### src/rtl/hazard_ctrl.sv
// Stall/forward controller for the 5-stage pipeline: shadow E/M/W scoreboard vs D-stage sources.
// Optional mult/div busy interlock is compiled in when MULTDIV_EN is defined.
module hazard_ctrl #(
  parameter int unsigned MULT_CYCLES = 5,
  parameter int unsigned DIV_CYCLES  = 10
) (
  input  logic       clk,
  input  logic       reset,
  input  logic [4:0] d_rs,
  input  logic [4:0] d_rt,
  input  logic [1:0] d_tuse_rs,
  input  logic [1:0] d_tuse_rt,
  input  logic [4:0] d_wreg,
  input  logic [1:0] d_tnew,
  output logic       stall,
  output logic       flush_e,
  output logic [1:0] fwd_rs,
  output logic [1:0] fwd_rt,
  output logic [4:0] e_wreg,
  output logic [4:0] m_wreg
`ifdef MULTDIV_EN
  ,
  input  logic       d_md,
  input  logic       e_md_start,
  input  logic       e_md_div,
  output logic       md_busy
`endif
);

  localparam int unsigned REG_W  = 5;
  localparam int unsigned TNEW_W = 2;

  typedef struct packed {
    logic [REG_W-1:0]  wreg;
    logic [TNEW_W-1:0] tnew;
  } slot_t;

  localparam logic [1:0] FWD_GRF = 2'd0;
  localparam logic [1:0] FWD_E   = 2'd1;
  localparam logic [1:0] FWD_M   = 2'd2;
  localparam logic [1:0] FWD_W   = 2'd3;
  localparam logic [1:0] TUSE_NONE = 2'd3;

  if (MULT_CYCLES == 0 || DIV_CYCLES == 0 || MULT_CYCLES > 255 || DIV_CYCLES > 255) begin : g_bad_cycles
    $error("hazard_ctrl: MULT_CYCLES and DIV_CYCLES must be in 1..255");
  end

  slot_t            e_q;
  slot_t            m_q;
  logic [REG_W-1:0] w_wreg_q;   // W has already produced its value, so its tnew is implicitly 0

  logic             stall_rs;
  logic             stall_rt;
  logic             md_stall;

  function automatic logic [TNEW_W-1:0] sat_dec(input logic [TNEW_W-1:0] x);
    return (x != '0) ? x - TNEW_W'(1) : '0;
  endfunction

  // Youngest-match lookup for one source: returns {stall, fwd_sel}.
  function automatic logic [2:0] resolve(
    input logic [REG_W-1:0]  src,
    input logic [1:0]        tuse,
    input slot_t             e,
    input slot_t             m,
    input logic [REG_W-1:0]  w
  );
    logic              found;
    logic [1:0]        sel;
    logic [TNEW_W-1:0] tnew;
    logic              hold;
    logic [1:0]        fwd;
    found = 1'b0;
    sel   = FWD_GRF;
    tnew  = '0;
    if (src != '0) begin
      if (e.wreg == src) begin
        found = 1'b1;
        sel   = FWD_E;
        tnew  = e.tnew;
      end else if (m.wreg == src) begin
        found = 1'b1;
        sel   = FWD_M;
        tnew  = m.tnew;
      end else if (w == src) begin
        found = 1'b1;
        sel   = FWD_W;
        tnew  = '0;
      end
    end
    hold = found && (tuse != TUSE_NONE) && (tnew > tuse);
    fwd  = (found && (tnew == '0)) ? sel : FWD_GRF;
    return {hold, fwd};
  endfunction

  // Hazard decode is purely combinational so the stall lands in the same cycle D presents.
  always_comb begin
    logic [2:0] res_rs;
    logic [2:0] res_rt;
    res_rs   = resolve(d_rs, d_tuse_rs, e_q, m_q, w_wreg_q);
    res_rt   = resolve(d_rt, d_tuse_rt, e_q, m_q, w_wreg_q);
    stall_rs = res_rs[2];
    stall_rt = res_rt[2];
    fwd_rs   = res_rs[1:0];
    fwd_rt   = res_rt[1:0];
    stall    = stall_rs | stall_rt | md_stall;
    flush_e  = stall_rs | stall_rt | md_stall;
    e_wreg   = e_q.wreg;
    m_wreg   = m_q.wreg;
  end

  // Scoreboard advance; a stall drops a bubble into E, mirroring the D/E flush.
  always_ff @(posedge clk) begin
    if (reset) begin
      e_q      <= '0;
      m_q      <= '0;
      w_wreg_q <= '0;
    end else begin
      w_wreg_q <= m_q.wreg;
      m_q      <= {e_q.wreg, sat_dec(e_q.tnew)};
      e_q      <= stall ? '0 : {d_wreg, d_tnew};
    end
  end

`ifdef MULTDIV_EN
  localparam int unsigned MD_MAX = (DIV_CYCLES > MULT_CYCLES) ? DIV_CYCLES : MULT_CYCLES;
  localparam int unsigned CNT_W  = $clog2(MD_MAX + 1);

  logic [CNT_W-1:0] md_cnt;

  // Busy down-counter; a fresh start always reloads even if still counting.
  always_ff @(posedge clk) begin
    if (reset) begin
      md_cnt <= '0;
    end else if (e_md_start) begin
      md_cnt <= e_md_div ? CNT_W'(DIV_CYCLES) : CNT_W'(MULT_CYCLES);
    end else if (md_cnt != '0) begin
      md_cnt <= md_cnt - CNT_W'(1);
    end
  end

  assign md_busy  = (md_cnt != '0);
  assign md_stall = d_md & (md_busy | e_md_start);
`else
  assign md_stall = 1'b0;
`endif

endmodule
### config.mk
export PLATFORM = sky130hd
export DESIGN_NAME = hazard_ctrl
export DESIGN_NICKNAME = d
export VERILOG_FILES = /design/src/rtl/hazard_ctrl.sv
export SDC_FILE = /design/constraint.sdc
export NUM_CORES = 1
export LEC_CHECK = 0
export ABC_CLOCK_PERIOD_IN_PS = 2800
export BUFFER_PORTS_ARGS = -buffer_cell sky130_fd_sc_hd__buf_2
export CELL_PAD_IN_SITES_DETAIL_PLACEMENT = 0
export CELL_PAD_IN_SITES_GLOBAL_PLACEMENT = 1
export CORE_ASPECT_RATIO = 0.75
export CORE_UTILIZATION = 38
export DETAILED_ROUTE_END_ITERATION = 12
export GPL_ROUTABILITY_DRIVEN = 0
export GPL_TIMING_DRIVEN = 0
export PLACE_DENSITY_LB_ADDON = 0.1
export SYNTH_ARGS = -nofsm -noshare
export SYNTH_HDL_FRONTEND = slang
export SYNTH_SLANG_ARGS = --single-unit
### constraint.sdc
create_clock -name clk -period 2.8 [get_ports clk]
set_input_delay 0.14 -clock clk [delete_from_list [all_inputs] [get_ports clk]]
set_output_delay 0.14 -clock clk [all_outputs]
set_load 0.005 [all_outputs]
==> reports/results.ini, run 1 <==
[logic_synthesis]
synth-xor-area-share_pct = 19.5
yosys.area_share.simple_pct = 29.3
synthAdderAreaFrac_pct = 4.65
synth_nets = 178
syn-instance-count = 150
synth_top_family_by_area = simple AND/OR/NAND/NOR gates
syn_area_mm2 = 0.00135
yosysTopAreaCell = dfxtp_1
synth_compound_area_share_pct = 8.46
synth_edf_count = 0
synth_seq_cells = 19
avgSynthCellArea_um2 = 8.98
synth.area.top_cells = dfxtp_1 28%, xor2_1 14%, buf_4 6.1%
synthMuxAreaShare_pct = 1.49
yosysWarnings = 0
async_flop_share_pct = 0
seq_area_frac_synth_pct = 28.3
synth_top_area_share_pct = 28.3
synthFlopType = dfxtp_1
synthDistinctLibCells = 28

[cells_and_area]
utilization_pct = 53.1
drive_above_1_share_pct = 44.1
layout_commonest_cell = buf_2
area_growth_pct = 31.5
diodes = 0
n_fill_cell = 331
final_cell_mix = 36 x buf_2, 21 x xor2_1, 21 x buf_4
final_area_mm2 = 0.00177
nets = 231
final_cells = 242

[pwr]
power_mw = 0.660
p_leak_nw = 0.815
p_sw_share_pct = 29.7
p_int_mw = 0.464
pwr-share-comb_pct = 23.9
seq_power_share_pct = 45.5
p_sw_mw = 0.196
clkPwrFrac_pct = 30.7
power_density_mw_per_mm2 = 373
max-vdd-ir-drop_v = 0.000299

[setup_path]
cp.required_ns = 2.66
start_kind = register
reg2reg_setup_slack_ns = 0.16
cp-startpoint = e_wreg[1]$_SDFF_PP0_
cp-end-kind = output port
criticalPathCategory = register to output port
path_max_fanout = 5
reg2reg_depth = 12
cp.arrival_ns = 2.76
r2r-end = e_wreg[0]$_SDFF_PP0_
rr_startpoint = e_wreg[1]$_SDFF_PP0_

[placement]
place_area_mm2 = 0.00158
place_ws_ns = -0.283
io_buffers = 37
dp_cells = 227
dpl.hpwl_um = 2570

[run_status]
violations = design-rule violations, negative setup slack
status = complete, but fails checks

[cts]
cts_sinks = 19
cts_tree = done
root_buffer = clkbuf_8
clk_pin_slew_worst_paths_ns = 0.08
cts_buffer_depth = 2
htree_levels = 1
cts_buffers = 3
cts_hold_buf = 0
insertion_delay_ns = 0.26

[floorplan]
top_level_ports = 39
start_util_pct = 40.4
coreArea_mm2 = 0.00333
die-width_um = 70.7
die_height_um = 53.6
fp-row-count = 18
die_area_mm2 = 0.00379

[global_route]
gr-total-overflow = 0
track_usage_pct = 19.7
grt_max_degree = 13
grt_pass1_vias = 1177
grt_pass1_wl_um = 5630
antenna_found_initial = 0

[routing]
route.detailed.drc = 2
drtIter0Drc = 65
vias_per_cell = 4.98
avgRoutedWirePerCell_um = 13.7
vias = 1206
antenna_left = 0
drt_first_pass_iters = 8
routed_wl_um = 3310

[sta]
min_period_over_period_pct = 104
fmax_mhz = 345
setup_violations = 2
final.min_clock_period_ns = 2.90
finClkSkew_ns = 0.00406
whs_ns = 0.129
rsz0062_at_grt = true
postLayoutSetupSlackWorst_ns = -0.101
worstMarginPinSlew_ns = 0.506
tns_ns = -0.126
drv_slew = 0
slew_headroom_pct = 66.3
hold_viol = 0

[job]
cap_violations = 0

[hold_path]
hold_class = primary input to register
min_to = e_wreg[1]$_SDFF_PP0_
min_from = d_wreg[1]
worstHoldPathCells = 2

## flip-flops by register name (all words and copies together) (netlist names)
register	count
m_q	2
w_wreg_q	5
m_wreg	5
e_q	2
e_wreg	5
## worst max path at each step
stage | to | cells past startpoint
5_1_grt | stall | 12
3_5_place_dp | stall | 11
6_report | stall | 12
3_3_place_gp | stall | 11
4_1_cts | stall | 11
2_1_floorplan | stall | 10
## per-layer routing
layer / GRT usage (%) / up-vias / routed length (um)
li1: - / 608 / -
met1: 26.6 / 568 / 1630
met2: 33.7 / 28 / 1500
met3: 4.31 / 2 / 165
met4: 2.33 / 0 / 12
met5: 0 / - / 0
## repair_timing
action                     in CTS  in global routing
resized for setup              18                  1
pin swaps                      12                  0
setup endpoints to repair       9                  2
buffers inserted               11                  1
## cell type report
| cell class | count | area (um^2) | share of cell area (%) |
|---|---|---|---|
| Timing Repair Buffer | 48 | 278 | 15.7 |
| Clock inverter | 1 | 7.51 | 0.424 |
| Inverter | 6 | 22.5 | 1.27 |
| Buffer | 13 | 90.1 | 5.09 |
| Multi-Input combinational cell | 112 | 890 | 50.2 |
| Tap cell | 40 | 50.0 | 2.83 |
| Clock buffer | 3 | 41.3 | 2.33 |
| Sequential cell | 19 | 392 | 22.1 |
## power groups by stage
stage	clock [mW]	combinational (mW)	sequential, mW
6_report	0.202	0.158	0.300
5_1_grt	0.224	0.174	0.302
4_1_cts	0.206	0.157	0.300
3_5_place_dp	0	0.141	0.307
3_3_place_gp	0	0.138	0.307
2_1_floorplan	0	0.0922	0.301
## synth_stat cells, types with 3 or more instances
cell type  instances
a21oi_1            6
nor3_2             5
nor2b_1           10
xnor2_1            8
inv_1              6
nand3_1            5
nand3_2            3
nor4b_1            7
buf_4             11
and3_1             3
dfxtp_1           19
nor3_1             5
and2_1             3
xor2_1            22
ha_1               5
nor2_1             9
nand2_1            6
## critical path, cell delays in order (launching register included)
cell	delay, ns
dfxtp_4	0.37
xor2_2	0.15
nor3_2	0.26
nand3_2	0.13
buf_6	0.15
nand3_2	0.07
a21oi_2	0.05
ha_1	0.30
a221o_2	0.39
a311oi_4	0.28
or2_1	0.17
buf_4	0.11
buf_6	0.08
## logic make-up (layout without fill, tap and decap cells)
| kind of cell | after synthesis | count (layout) |
|---|---|---|
| xor+xnor | 30 | 30 |
| flops | 19 | 19 |
| simple gates | 63 | 63 |
| mux | 2 | 2 |
| fa+ha+maj | 5 | 5 |
| compound gates | 12 | 12 |
| buf+inv | 19 | 71 |
Note: power is estimated with default switching activity, not from simulation.
==> run 2, diff against run 1 <==
--- a/config.mk
+++ b/config.mk
@@ -14,6 +14,7 @@
 export DETAILED_ROUTE_END_ITERATION = 12
 export GPL_ROUTABILITY_DRIVEN = 0
 export GPL_TIMING_DRIVEN = 0
+export MAX_ROUTING_LAYER = met4
 export PLACE_DENSITY_LB_ADDON = 0.1
 export SYNTH_ARGS = -nofsm -noshare
 export SYNTH_HDL_FRONTEND = slang
==> reports/results.ini, run 2 (same netlist as run 1, synthesis figures left out) <==
[placement]
dpl.hpwl_um = 2570
place_area_mm2 = 0.00158
io_buffers = 37
place_ws_ns = -0.283

[setup_path]
cp.arrival_ns = 2.76
path_max_fanout = 5
path_buf_inv = 3
slowest_delay_ns = 0.39
cp_slowest_cell = a221o_2
rr_startpoint = e_wreg[1]$_SDFF_PP0_
start_kind = register
r2r-end = e_wreg[0]$_SDFF_PP0_
cp-startpoint = e_wreg[1]$_SDFF_PP0_
reg2reg_setup_slack_ns = 0.16
cp.required_ns = 2.66
criticalPathCategory = register to output port
cp-end-kind = output port
path_cells = xor2_2, nor3_2, nand3_2, buf_6, nand3_2, a21oi_2, ha_1, a221o_2, a311oi_4, or2_1, buf_4, buf_6
reg2reg_depth = 12
crit_family = compound AO/OA/AOI/OAI gates

[cells_and_area]
layout_commonest_cell = buf_2
drive_above_1_share_pct = 44.1
nets = 231
area_growth_pct = 31.5
final_cell_mix = 36 x buf_2, 21 x xor2_1, 21 x buf_4
final_area_mm2 = 0.00177
diodes = 0

[hold_path]
worstHoldPathCells = 2
min_from = d_wreg[1]
min_to = e_wreg[1]$_SDFF_PP0_
hold_class = primary input to register

[routing]
avgRoutedWirePerCell_um = 13.7
antenna_left = 0
drt_first_pass_iters = 8
vias = 1201
vias_per_cell = 4.96
routed_wl_um = 3320
drtIter0Drc = 70
route.detailed.drc = 2

[sta]
hold_viol = 0
slew_headroom_pct = 66.3
worstMarginPinSlew_ns = 0.506
final.min_clock_period_ns = 2.90
drv_slew = 0
finClkSkew_ns = 0.00374
rsz0062_at_grt = true
fmax_mhz = 345
postLayoutSetupSlackWorst_ns = -0.0998
setup_violations = 2
min_period_over_period_pct = 104

[job]
cap_violations = 0

[floorplan]
die_area_mm2 = 0.00379
start_util_pct = 40.4
fp-row-count = 18
die-width_um = 70.7
die_height_um = 53.6
coreArea_mm2 = 0.00333
top_level_ports = 39

[pwr]
power_density_mw_per_mm2 = 373
max-vdd-ir-drop_v = 0.000300
p_leak_nw = 0.815

[run_status]
status = complete, but fails checks
violations = design-rule violations, negative setup slack

[cts]
insertion_delay_ns = 0.26
cts_hold_buf = 0
root_buffer = clkbuf_8
clk_pin_slew_worst_paths_ns = 0.08
cts_sinks = 19
cts_buffers = 3
cts_buffer_depth = 2
cts_tree = done
htree_levels = 1

[global_route]
grt_max_degree = 13
antenna_found_initial = 0
grt_pass1_vias = 1176
track_usage_pct = 20.3
grt_pass1_wl_um = 5630
gr-total-overflow = 0

[run 2: cell counts in the layout (fill, tap and decap cells not counted)]
Identical to the previous run, type by type.
[run 2: per-stage QoR]
step / cells / power (mW) / hold slack (ns) / setup TNS (ns) / util [%]
after floorplan: 150 / 0.393 / 0.312 / 0 / -
after global placement: 227 / 0.444 / 0.411 / -0.342 / 47.4
after detailed placement: 227 / 0.448 / 0.414 / -0.620 / 47.4
after CTS: 241 / 0.663 / 0.128 / -0.0581 / 52.8
after global routing: 242 / 0.700 / 0.132 / -0.415 / 53.1
final: 242 / 0.660 / 0.128 / -0.124 / 53.1
[run 2: cell type report]
| type | instances | area, um^2 |
|---|---|---|
| Buffer | 13 | 90.1 |
| Clock inverter | 1 | 7.51 |
| Fill cell | 331 | 1560 |
| Tap cell | 40 | 50.0 |
| Timing Repair Buffer | 48 | 278 |
| Inverter | 6 | 22.5 |
| Clock buffer | 3 | 41.3 |
| Sequential cell | 19 | 392 |
| Multi-Input combinational cell | 112 | 890 |
[run 2: how the worst max path moves through the flow]
| stage | end | cells past startpoint |
|---|---|---|
| 2_1_floorplan | stall | 10 |
| 3_3_place_gp | stall | 11 |
| 3_5_place_dp | stall | 11 |
| 4_1_cts | stall | 11 |
| 5_1_grt | stall | 12 |
| 6_report | stall | 12 |
[run 2: what timing repair did]
action / in CTS / in global routing
pin swaps: 12 / 0
endpoints found under the setup margin: 9 / 2
resized for setup: 18 / 1
buffers inserted: 11 / 1
cloned: 0 / 0
[run 2: layer usage]
metal,vias up,routed length [um],track usage [%]
met2,27,1500,33.7
met1,565,1650,26.7
li1,607,-,-
met3,2,154,4.31
met4,0,12,2.33
met5,-,0,-
[run 2: power breakdown]
| group | internal [mW] | switching, mW |
|---|---|---|
| Sequential | 0.283 | 0.0165 |
| Clock | 0.100 | 0.102 |
| Combinational | 0.0800 | 0.0775 |
| Total | 0.464 | 0.196 |
==> run 3, diff against run 2 <==
--- a/config.mk
+++ b/config.mk
@@ -15,7 +15,7 @@
 export GPL_ROUTABILITY_DRIVEN = 0
 export GPL_TIMING_DRIVEN = 0
 export MAX_ROUTING_LAYER = met4
-export PLACE_DENSITY_LB_ADDON = 0.1
+export PLACE_DENSITY_LB_ADDON = 0.15
 export SYNTH_ARGS = -nofsm -noshare
 export SYNTH_HDL_FRONTEND = slang
 export SYNTH_SLANG_ARGS = --single-unit
==> reports/results.ini, run 3 (same netlist as run 1, synthesis figures left out) <==
[cells_and_area]
n_fill_cell = 312
diodes = 0
drive_above_1_share_pct = 46.9
area_growth_pct = 36.8
final_area_mm2 = 0.00184
final_cell_mix = 36 x buf_2, 28 x buf_4, 21 x xor2_1
layout_commonest_cell = buf_2
nets = 238
utilization_pct = 55.3
regArea_um2 = 394
multiInputGateArea_um2 = 906

[placement]
io_buffers = 37
place_area_mm2 = 0.00158
dpl.hpwl_um = 2610
place_ws_ns = -0.304

[setup_path]
r2r-end = e_wreg[0]$_SDFF_PP0_
reg2reg_depth = 11
crit_top_cell = buf_6
rr_startpoint = e_wreg[3]$_SDFF_PP0_
cp.required_ns = 2.66
start_kind = register
path_max_fanout = 4
cp.arrival_ns = 2.80
criticalPathCategory = register to output port
reg2reg_setup_slack_ns = 0.21
slowest_delay_ns = 0.39
cp_slowest_cell = a221o_2
cp-end-kind = output port
path_cells = xor2_2, nor3_2, nand3_2, buf_6, nor2_4, o21ai_2, ha_1, a221o_2, a311oi_4, or2_1, buf_4, buf_6

[routing]
route.detailed.drc = 4
routed_wl_um = 3590
vias = 1244
drtIter0Drc = 66
vias_per_cell = 5.00
drt_first_pass_iters = 8
avgRoutedWirePerCell_um = 14.4
antenna_left = 0

[global_route]
gr-total-overflow = 0
grt_max_degree = 13
track_usage_pct = 21.1
grt_pass1_wl_um = 5870
grt_pass1_vias = 1198
antenna_found_initial = 0

[cts]
root_buffer = clkbuf_8
cts_sinks = 19
cts_buffers = 3
htree_levels = 1
insertion_delay_ns = 0.26
clk_pin_slew_worst_paths_ns = 0.08
cts_buffer_depth = 2
cts_tree = done

[job]
cap_violations = 0

[sta]
fmax_mhz = 340
worstMarginPinSlew_ns = 0.461
tns_ns = -0.211
hold_viol = 0
min_period_over_period_pct = 105
final.min_clock_period_ns = 2.94
finClkSkew_ns = 0.00425
slew_headroom_pct = 69.3
setup_violations = 2
drv_slew = 0
postLayoutSetupSlackWorst_ns = -0.144
rsz0062_at_grt = true

[floorplan]
fp-row-count = 18
start_util_pct = 40.4
die_area_mm2 = 0.00379
die_height_um = 53.6
top_level_ports = 39
coreArea_mm2 = 0.00333
die-width_um = 70.7

[hold_path]
worstHoldPathCells = 2
min_to = e_wreg[1]$_SDFF_PP0_
hold_class = primary input to register
min_from = d_wreg[1]

[run_status]
violations = design-rule violations, negative setup slack
status = complete, but fails checks

[pwr]
power_density_mw_per_mm2 = 365
max-vdd-ir-drop_v = 0.000275
power_mw = 0.673
p_leak_nw = 0.850

run 3: layer usage:
| layer | wire length [um] | vias to the layer above | share of wire (%) | global-route usage, % |
|---|---|---|---|---|
| met1 | 1720 | 586 | 48 | 26.4 |
| li1 | - | 621 | - | - |
| met4 | 34 | 0 | 0.95 | 3.33 |
| met2 | 1670 | 33 | 47 | 36.7 |
| met5 | 0 | - | 0 | - |
| met3 | 161 | 4 | 4.5 | 3.93 |
run 3: through the flow:
step	hold WS, ns	std cells
after floorplan	0.312	150
after global placement	0.412	227
after detailed placement	0.415	227
after CTS	0.128	246
after global routing	0.126	249
final	0.134	249
run 3: where the power goes:
part           total [mW]  switching [mW]  leakage (nW)  internal, mW
combinational       0.169          0.0808         0.669        0.0881
sequential          0.302          0.0185         0.159         0.283
clock               0.202           0.102        0.0217         0.100
total               0.673           0.201         0.850         0.472
run 3: worst max path at each step:
stage / startpoint / to / slack [ns] / cells after the start
final: e_wreg[3]$_SDFF_PP0_ / stall / -0.14 / 12
after global routing: e_wreg[3]$_SDFF_PP0_ / stall / -0.26 / 12
after CTS: e_wreg[1]$_SDFF_PP0_ / stall / -0.1 / 12
after detailed placement: e_wreg[2]$_SDFF_PP0_ / stall / -0.30 / 11
after global placement: e_wreg[2]$_SDFF_PP0_ / stall / -0.22 / 11
after floorplan: e_wreg[2]$_SDFF_PP0_ / stall / 0.16 / 10
run 3: final cells by class:
type / instances / area share [%]
tap: 40 / 2.72
inverter: 6 / 1.22
clock buffer: 3 / 2.24
timing repair buffer: 55 / 17.9
clock inverter: 1 / 0.408
sequential: 19 / 21.4
buffer: 13 / 4.89
multi-input combinational: 112 / 49.2
run 3: worst max-delay path: cells and delay by family (launching register included):
family / cells / cell delay, ns
compound gates: 3 / 0.79
xor+xnor: 1 / 0.15
fa+ha+maj: 1 / 0.27
simple gates: 4 / 0.63
buf+inv: 3 / 0.35
flops: 1 / 0.37
run 3: repair_timing:
| item | CTS | global route |
|---|---|---|
| pin swaps | 11 | 9 |
| gates resized for setup | 16 | 6 |
| buffers inserted | 15 | 3 |
| hold buffers | 0 | 0 |
| endpoints found under the setup margin | 9 | 2 |
| gates cloned | 0 | 0 |
